[config.mk]
export PLATFORM = sky130hd
export DESIGN_NAME = fifo_wr_arbiter_flat
export DESIGN_NICKNAME = d
export VERILOG_FILES = /design/src/rtl/fifo_wr_arbiter_pkg.sv /design/src/rtl/fifo_wr_arbiter_if.sv /design/src/rtl/fifo_wr_arbiter_rr_pick.sv /design/src/rtl/fifo_wr_arbiter.sv /design/src/flat_wrapper.sv
export SDC_FILE = /design/constraint.sdc
export NUM_CORES = 1
export LEC_CHECK = 0
export ABC_AREA = 1
export ABC_CLOCK_PERIOD_IN_PS = 5100
export BUFFER_PORTS_ARGS = -buffer_cell sky130_fd_sc_hd__buf_2
export CAP_MARGIN = 0
export CORE_ASPECT_RATIO = 1.4
export CORE_MARGIN = 1.5
export CORE_UTILIZATION = 47
export DETAILED_ROUTE_END_ITERATION = 8
export GPL_TIMING_DRIVEN = 0
export PLACE_DENSITY = 0.85
export SETUP_SLACK_MARGIN = 0.4
export SYNTH_ARGS = -nofsm -noshare
export SYNTH_HDL_FRONTEND = slang
export SYNTH_SLANG_ARGS = --single-unit
export TNS_END_PERCENT = 50
[constraint.sdc]
create_clock -name CLOCK -period 5.1 [get_ports CLOCK]
set_clock_uncertainty 0.2 [all_clocks]
set_input_delay 1.02 -clock CLOCK [delete_from_list [all_inputs] [get_ports CLOCK]]
set_output_delay 1.02 -clock CLOCK [all_outputs]
set_load 0.01 [all_outputs]
[src/rtl/fifo_wr_arbiter_pkg.sv]
// Shared types and constants for the fifo_wr_arbiter slice: FSM encoding and
// the per-producer word counter width.
package fifo_arb_pkg;

  localparam logic [1:0] ST_IDLE     = 2'd0;
  localparam logic [1:0] ST_GRANT    = 2'd1;
  localparam logic [1:0] ST_FLUSHING = 2'd2;

  typedef enum logic [1:0] {
    IDLE     = ST_IDLE,
    GRANT    = ST_GRANT,
    FLUSHING = ST_FLUSHING
  } arb_state_t;

  localparam int WORD_CNT_W = 16;

endpackage

[src/rtl/fifo_wr_arbiter_if.sv]
// Producer and FIFO write-port bundle seen by fifo_wr_arbiter (master side).
interface fifo_wr_arbiter_if #(
  parameter int N_REQ = 4,
  parameter int SIZE  = 8
);
  // Handshake: producer i raises REQ[i] with DATA_REQ[i] and holds both stable
  // until ACK[i]; a word moves exactly in a cycle where REQ[i] && ACK[i].
  // ACK is combinational and coincides with FIFO_WRITE, which is only issued
  // while F_FULL_N is high.
  logic [N_REQ-1:0]      REQ;
  logic [N_REQ*SIZE-1:0] DATA_REQ;
  logic [N_REQ-1:0]      ACK;
  logic                  F_FULL_N;
  logic                  FIFO_WRITE;
  logic [SIZE-1:0]       FIFO_DATA;
  logic                  FIFO_CLEAR_N;

  modport master (
    input  REQ, DATA_REQ, F_FULL_N,
    output ACK, FIFO_WRITE, FIFO_DATA, FIFO_CLEAR_N
  );

  modport slave (
    output REQ, DATA_REQ, F_FULL_N,
    input  ACK, FIFO_WRITE, FIFO_DATA, FIFO_CLEAR_N
  );
endinterface

[src/rtl/fifo_wr_arbiter_rr_pick.sv]
// Combinational round-robin selector: first set REQ bit scanning upward from
// last_id+1 and wrapping modulo N_REQ.
module fifo_arb_rr_pick #(
  parameter int N_REQ = 4
) (
  input  logic [N_REQ-1:0]         REQ,
  input  logic [$clog2(N_REQ)-1:0] last_id,
  output logic                     valid,
  output logic [$clog2(N_REQ)-1:0] winner_id
);

  localparam int ID_W = $clog2(N_REQ);

  logic [ID_W-1:0] idx;

  // Scan from the farthest candidate back to the nearest so the nearest wins.
  always_comb begin
    valid     = 1'b0;
    winner_id = '0;
    idx       = '0;
    for (int k = N_REQ; k >= 1; k--) begin
      idx = ID_W'((int'(last_id) + k) % N_REQ);
      if (REQ[idx]) begin
        valid     = 1'b1;
        winner_id = idx;
      end
    end
  end

endmodule

[src/rtl/fifo_wr_arbiter.sv]
// Round-robin write arbiter in front of one FIFO write port with bounded
// bursts, full stall and one-cycle clear sequencing. Optional: FIFO_ARB_WORD_COUNT_EN.
module fifo_wr_arbiter
  import fifo_arb_pkg::*;
#(
  parameter int N_REQ     = 4,
  parameter int SIZE      = 8,
  parameter int MAX_BURST = 4
) (
  input  logic                     CLOCK,
  input  logic                     RESET,
  input  logic                     FLUSH,
  fifo_wr_arbiter_if.master        bus,
  output logic [$clog2(N_REQ)-1:0] GRANT_ID,
  output logic                     BUSY,
  output arb_state_t               STATE_DBG
`ifdef FIFO_ARB_WORD_COUNT_EN
  ,
  output logic [N_REQ*WORD_CNT_W-1:0] WR_COUNT
`endif
);

  localparam int ID_W = $clog2(N_REQ);
  localparam int BC_W = $clog2(MAX_BURST + 1);

  arb_state_t      state;
  logic [ID_W-1:0] grant_id;
  logic [ID_W-1:0] last_id;
  logic [BC_W-1:0] burst_cnt;

  logic            pick_valid;
  logic [ID_W-1:0] pick_id;
  logic            req_sel;
  logic            wr_en;
  logic            burst_done;

  fifo_arb_rr_pick #(.N_REQ(N_REQ)) u_pick (
    .REQ       (bus.REQ),
    .last_id   (last_id),
    .valid     (pick_valid),
    .winner_id (pick_id)
  );

  assign req_sel    = bus.REQ[grant_id];
  // RESET and FLUSH both suppress the write in the cycle they are sampled.
  assign wr_en      = (state == GRANT) && !RESET && !FLUSH && req_sel && bus.F_FULL_N;
  assign burst_done = (burst_cnt == BC_W'(MAX_BURST - 1));

  always_ff @(posedge CLOCK) begin
    if (RESET) begin
      state     <= IDLE;
      grant_id  <= '0;
      last_id   <= ID_W'(N_REQ - 1);
      burst_cnt <= '0;
    end else if (FLUSH) begin
      // A flushed burst counts as served so rotation moves past it.
      if (state == GRANT) last_id <= grant_id;
      state <= FLUSHING;
    end else begin
      case (state)
        IDLE: begin
          if (pick_valid) begin
            state     <= GRANT;
            grant_id  <= pick_id;
            burst_cnt <= '0;
          end
        end
        GRANT: begin
          if (wr_en) begin
            burst_cnt <= burst_cnt + 1'b1;
            if (burst_done) begin
              state   <= IDLE;
              last_id <= grant_id;
            end
          end else if (!req_sel) begin
            state   <= IDLE;
            last_id <= grant_id;
          end
        end
        FLUSHING: state <= IDLE;
        default:  state <= IDLE;
      endcase
    end
  end

  always_comb begin
    bus.ACK       = '0;
    bus.FIFO_DATA = '0;
    for (int i = 0; i < N_REQ; i++) begin
      if (wr_en && (grant_id == ID_W'(i))) begin
        bus.ACK[i]    = 1'b1;
        bus.FIFO_DATA = bus.DATA_REQ[i*SIZE +: SIZE];
      end
    end
  end

  assign bus.FIFO_WRITE   = wr_en;
  assign bus.FIFO_CLEAR_N = (state != FLUSHING);
  assign GRANT_ID         = grant_id;
  assign BUSY             = (state != IDLE);
  assign STATE_DBG        = state;

`ifdef FIFO_ARB_WORD_COUNT_EN
  logic [WORD_CNT_W-1:0] wr_cnt [N_REQ];

  always_ff @(posedge CLOCK) begin
    if (RESET || (state == FLUSHING)) begin
      for (int i = 0; i < N_REQ; i++) wr_cnt[i] <= '0;
    end else begin
      for (int i = 0; i < N_REQ; i++) begin
        if (bus.ACK[i]) wr_cnt[i] <= wr_cnt[i] + 1'b1;
      end
    end
  end

  for (genvar g = 0; g < N_REQ; g++) begin : g_cnt
    assign WR_COUNT[g*WORD_CNT_W +: WORD_CNT_W] = wr_cnt[g];
  end
`endif

endmodule
[src/flat_wrapper.sv]
// flat-port wrapper written by rule: the top's interface ports become plain ports
module fifo_wr_arbiter_flat import fifo_arb_pkg::*;
#(
  parameter int N_REQ     = 4,
  parameter int SIZE      = 8,
  parameter int MAX_BURST = 4
)
  (CLOCK, RESET, FLUSH, GRANT_ID, BUSY, STATE_DBG, bus_REQ, bus_DATA_REQ, bus_F_FULL_N, bus_ACK, bus_FIFO_WRITE, bus_FIFO_DATA, bus_FIFO_CLEAR_N);
  fifo_wr_arbiter_if #(.N_REQ(N_REQ), .SIZE(SIZE)) bus_i ();
  input  logic CLOCK;
  input  logic RESET;
  input  logic FLUSH;
  output logic [$clog2(N_REQ)-1:0] GRANT_ID;
  output logic BUSY;
  output arb_state_t STATE_DBG;
  input wire logic [$bits(bus_i.REQ)-1:0] bus_REQ;
  input wire logic [$bits(bus_i.DATA_REQ)-1:0] bus_DATA_REQ;
  input wire logic [$bits(bus_i.F_FULL_N)-1:0] bus_F_FULL_N;
  output wire logic [$bits(bus_i.ACK)-1:0] bus_ACK;
  output wire logic [$bits(bus_i.FIFO_WRITE)-1:0] bus_FIFO_WRITE;
  output wire logic [$bits(bus_i.FIFO_DATA)-1:0] bus_FIFO_DATA;
  output wire logic [$bits(bus_i.FIFO_CLEAR_N)-1:0] bus_FIFO_CLEAR_N;
  assign bus_i.REQ = bus_REQ;
  assign bus_i.DATA_REQ = bus_DATA_REQ;
  assign bus_i.F_FULL_N = bus_F_FULL_N;
  assign bus_ACK = bus_i.ACK;
  assign bus_FIFO_WRITE = bus_i.FIFO_WRITE;
  assign bus_FIFO_DATA = bus_i.FIFO_DATA;
  assign bus_FIFO_CLEAR_N = bus_i.FIFO_CLEAR_N;
  fifo_wr_arbiter #(.N_REQ(N_REQ), .SIZE(SIZE), .MAX_BURST(MAX_BURST)) u_core (.CLOCK(CLOCK), .RESET(RESET), .FLUSH(FLUSH), .bus(bus_i), .GRANT_ID(GRANT_ID), .BUSY(BUSY), .STATE_DBG(STATE_DBG));
endmodule
Word-level counts from Yosys, hierarchy flattened
Cells that the tools add are included.

storage, ports and cells
  register bits after elaboration = 9
  input bits = 40
  output and inout bits = 19
  logic and storage cells = 92

cells by class
  add/subtract/negate cells = 5
  $lt $le $gt $ge = 5
  eq/ne operators = 15
  mux-type cells = 41
  bitwise logic cells = 1
  reductions and logical operators = 20

operator list
  kind                                                        count
  two-way mux 8 bit                                           4
  two-way mux 2 bit                                           15
  less-than comparator 2 x 3 -> 1 bit, second input constant  5
  two-way mux 1 bit                                           13
  != test 3 bit, second input constant                        4
  AND reduction 3 bit                                         4
  binary-select mux 1 bit (select 2 bit)                      5
  logical AND 1 bit                                           8
  != test 4 bit, second input constant                        2
  two-way mux 3 bit                                           2
  case mux 3 bit (2 select lines)                             1
  adder 2 x 1 -> 2 bit, second input constant                 2
  adder 2 bit, second input constant                          2
  == test 2 x 1 -> 1 bit, second input constant               2
  == test 2 bit, second input constant                        2
  zero test 2 bit                                             2
  != test 2 x 1 -> 1 bit, second input constant               2
  case mux 2 bit (2 select lines)                             1
  AND reduction 4 bit                                         1
  nonzero test 2 bit                                          2
  adder 3 x 1 -> 3 bit, second input constant                 1
  == test 3 x 2 -> 1 bit, second input constant               1
  != test 3 x 2 -> 1 bit, second input constant               1
  zero test 1 bit                                             2
  3 further kinds                                             3

Logic depth before layout (Yosys ltp)
  word-level depth = 10
  depth in mapped cells = 12
  mapped depth without buffers = 11

Modules after synthesis
A second synthesis with hierarchy kept.

second synthesis, totals
  cell total of the unflattened synthesis = 193
  area total of the unflattened synthesis = 1053.5 µm²

by module, submodules not included
  module            instances  cells an instance  area an instance (µm²)  sequential area each (µm²)
  fifo_wr_arbiter   1          142                807.0                   180.2
  fifo_arb_rr_pick  1          51                 246.5                   0.0

Least setup slack after synthesis
No wires, ideal clock.

  kind = input-to-output
  start point = input port FLUSH
  end point = output port bus_FIFO_DATA[0]
  data arrival time = 1.980 ns
  data required time = 3.880 ns
  path slack = 1.900 ns
  cell stages on the path = 7
  cell sequence = nor2_1 > nand2_1 > inv_1 > nand2_4 > nor3_4 > nand2_1 > nand3_1

on the way
  word-level cells in the longest chain between the ends = 9
  elaborated cells between the ends (all ways) = 12
  those cells by class = 4 x mux; 8 x reduce/logical

ends and longest elaborated chain
  what                               line                   RTL
  start: declaration                 flat_wrapper.sv:12     input logic FLUSH;
  zero test 1 bit *                  fifo_wr_arbiter.sv:46  assign wr_en = (state == GRANT) && !RESET && !FLUSH && req_sel && bus.F_FULL_N;
  logical AND 1 bit * (3 in series)  fifo_wr_arbiter.sv:46
  logical AND 1 bit                  fifo_wr_arbiter.sv:90  if (wr_en && (grant_id == ID_W'(i))) begin
  two-way mux 8 bit (3 in series)    fifo_wr_arbiter.sv:90
  two-way mux 8 bit *                fifo_wr_arbiter.sv:90
  end: declaration                   flat_wrapper.sv:21     output wire logic [$bits(bus_i.FIFO_DATA)-1:0] bus_FIFO_DATA;

Every way passes the cells marked *; elsewhere a longest branch is shown, timed or not.

Worst setup path in the final report
  start point = input port FLUSH
  end point = output port bus_FIFO_DATA[6]

The elaborated chain is that of the path after synthesis.

==> metrics.txt <==
Die H=58.9 um; initial DRC count=22; clk sinks=9; Mapped Cells=201; GRT Residual Overflow=0; Worst setup SP type=primary input; min cycle time layout=roughly 3.6 ns; hold depth=4; number of routed nets with antenna violations=0; drt first pass iters=4; Placed Cells=281; synth warn=0; crit path kind=primary input to primary output; Area Overhead vs Synth=32.9%; DRC=0; WHS=~0.36 ns; Min-Delay Path Class=flop to flop; Final Worst Setup Slack=1.53 ns; Cell Area, Synth=1050 um^2; area share of the largest cell type after synthesis=0.233; Lkg Pwr=0.972 nW; CTS root buffer=clkbuf_4; Slew @ Worst Pin=0.339 ns; DP HPWL=2150 um; Post-Syn Nets=243; initial antenna violation count=0; Worst Setup End Kind=primary output; total die area=2520 um^2; Worst R2R Start=u_core.last_id[0]; Final Util=0.654; first-pass GRT wire length=4340 um; starting density of the core=0.492; antenna diode count=0; IO buf count=a little under 60; Seq/Total Area, Yosys=0.172; fmax=0.280 GHz; NumNets Final=approximately 310; hold-fix buffers at CTS=0; largest net degree at the start of global routing=11; Final Hold Vio Count=0; met2 Use GR=0.403; Worst EP required=3.88 ns; library cells used by synthesis=22; Skew-Pair Late Insertion Delay=0.26 ns; run status=finished clean; CTS buffer count=3; Reg-to-Reg End=u_core.burst_cnt[0]; Via Count=1327; Synth area leader=nand2_1; PwrDens=between 150 and 200 nW/um^2; Worst EP arrival=2.35 ns; GR peak layer=met2; RSZ-0062 raised after global routing=false; Max clock buf depth=2; Clock transition at path regs=0.06 ns; vias in the first global route=around 1200; gr usage total=0.216; R2R depth=12; CTS tree=yes; average wire per cell in the routed design=8.99 um; hold worst-path end=u_core.burst_cnt[2]; setup tns final=0 ns; vias per cell=4.66; fin crit share=0.700; most frequent cells in the layout=nand2_1, buf_2, nor2_1; Finished Layout Cells=285; # rows=20; Max FO, Critical Path=8; drt total wl=~2600 um; post-CTS sizing=0; flop2flop setup slack=around 3.3 ns; H-tree depth=1; relative slew slack=0.774; Place WS=1.51 ns; Yosys reg bits=9; setup violators final=0; met3 GRT Util=0.0429; Max rail drop VDD=between 0.0001 and 0.00015 V; commonest non-fill, non-tap cell in the layout=nand2_1; area of the core=about 2100 um^2; layout cells sized above 1=0.281; GP Congestion=0.810; number of placed I/O pins=59; M1 GR Usage=0.231; max-cap violation count=0; Hold Startpoint=u_core.burst_cnt[2]; die width=42.9 um; Post-CTS Setup Repair Bufs=0; Slew Viols, Final=0; Avg Cell Area, Syn=around 5.2 um^2; synth top area cells=nand2_1, dfxtp_1, nor2_1, inv_1, nand3_1
how the worst max path moves through the flow:
stage | from | end | slack, ns
floorplan | FLUSH | bus_FIFO_DATA[0] | 1.90
global placement | FLUSH | bus_FIFO_DATA[6] | 1.53
detailed placement | FLUSH | bus_FIFO_DATA[6] | 1.51
CTS | FLUSH | bus_FIFO_DATA[6] | 1.50
global route | FLUSH | bus_FIFO_DATA[0] | 1.29
finish | FLUSH | bus_FIFO_DATA[6] | 1.53
area by class of cell:
cell class	instances	area, um^2
sequential	9	180
fill	226	736
timing repair buffer	58	290
inverter	42	158
tap	22	27.5
buffer	1	7.51
clock buffer	4	26.3
multi-input combinational	149	702
sequential cells by signal, indices dropped and copies added (netlist names):
name and flops:
u_core.GRANT_ID 2, u_core.STATE_DBG 2, u_core.burst_cnt 3, u_core.last_id 2
metrics by stage:
stage          power (W)  area [um^2]
2_1_floorplan   0.000139         1050
3_3_place_gp    0.000166         1370
3_5_place_dp    0.000167         1370
4_1_cts         0.000223         1390
5_1_grt         0.000239         1390
6_report        0.000221         1390
cells in the mapped netlist (all sizes together):
library cell,number
nand2,67
a22oi,1
buf,1
nand3,18
nand3b,2
ha,2
nand4,1
or2,1
inv,41
o211ai,2
o21ai,4
dfxtp,9
clkinv,1
a21oi,4
nor3,2
nor2,45
kinds of logic after synthesis:
kind of cell | count (synthesis) | share of synthesized area
compound gates | 11 | 0.0597
fa+ha+maj | 2 | 0.0239
buf+inv | 43 | 0.158
flops | 9 | 0.172
simple gates | 136 | 0.587
worst max-delay path, stage by stage:
cell and delay [ns]:
buf_2 0.12, nor2_1 0.16, nand2_1 0.13, inv_1 0.22, nand2_4 0.11, nor3_4 0.29, nand2_1 0.10, nand3_1 0.07
buf_2 0.12
power breakdown:
part | internal [W] | leakage [nW] | switching (W)
Sequential | 0.0000760 | 0.0741 | 0.00000552
Combinational | 0.0000343 | 0.883 | 0.0000501
Clock | 0.0000301 | 0.0150 | 0.0000248
routing by layer:
metal / share of wire / wire length [um]
met4: 0.013 / 33
met2: 0.47 / 1210
met5: 0 / 0
met1: 0.40 / 1020
met3: 0.12 / 300
No activity file was read; power rests on OpenSTA's default activity.
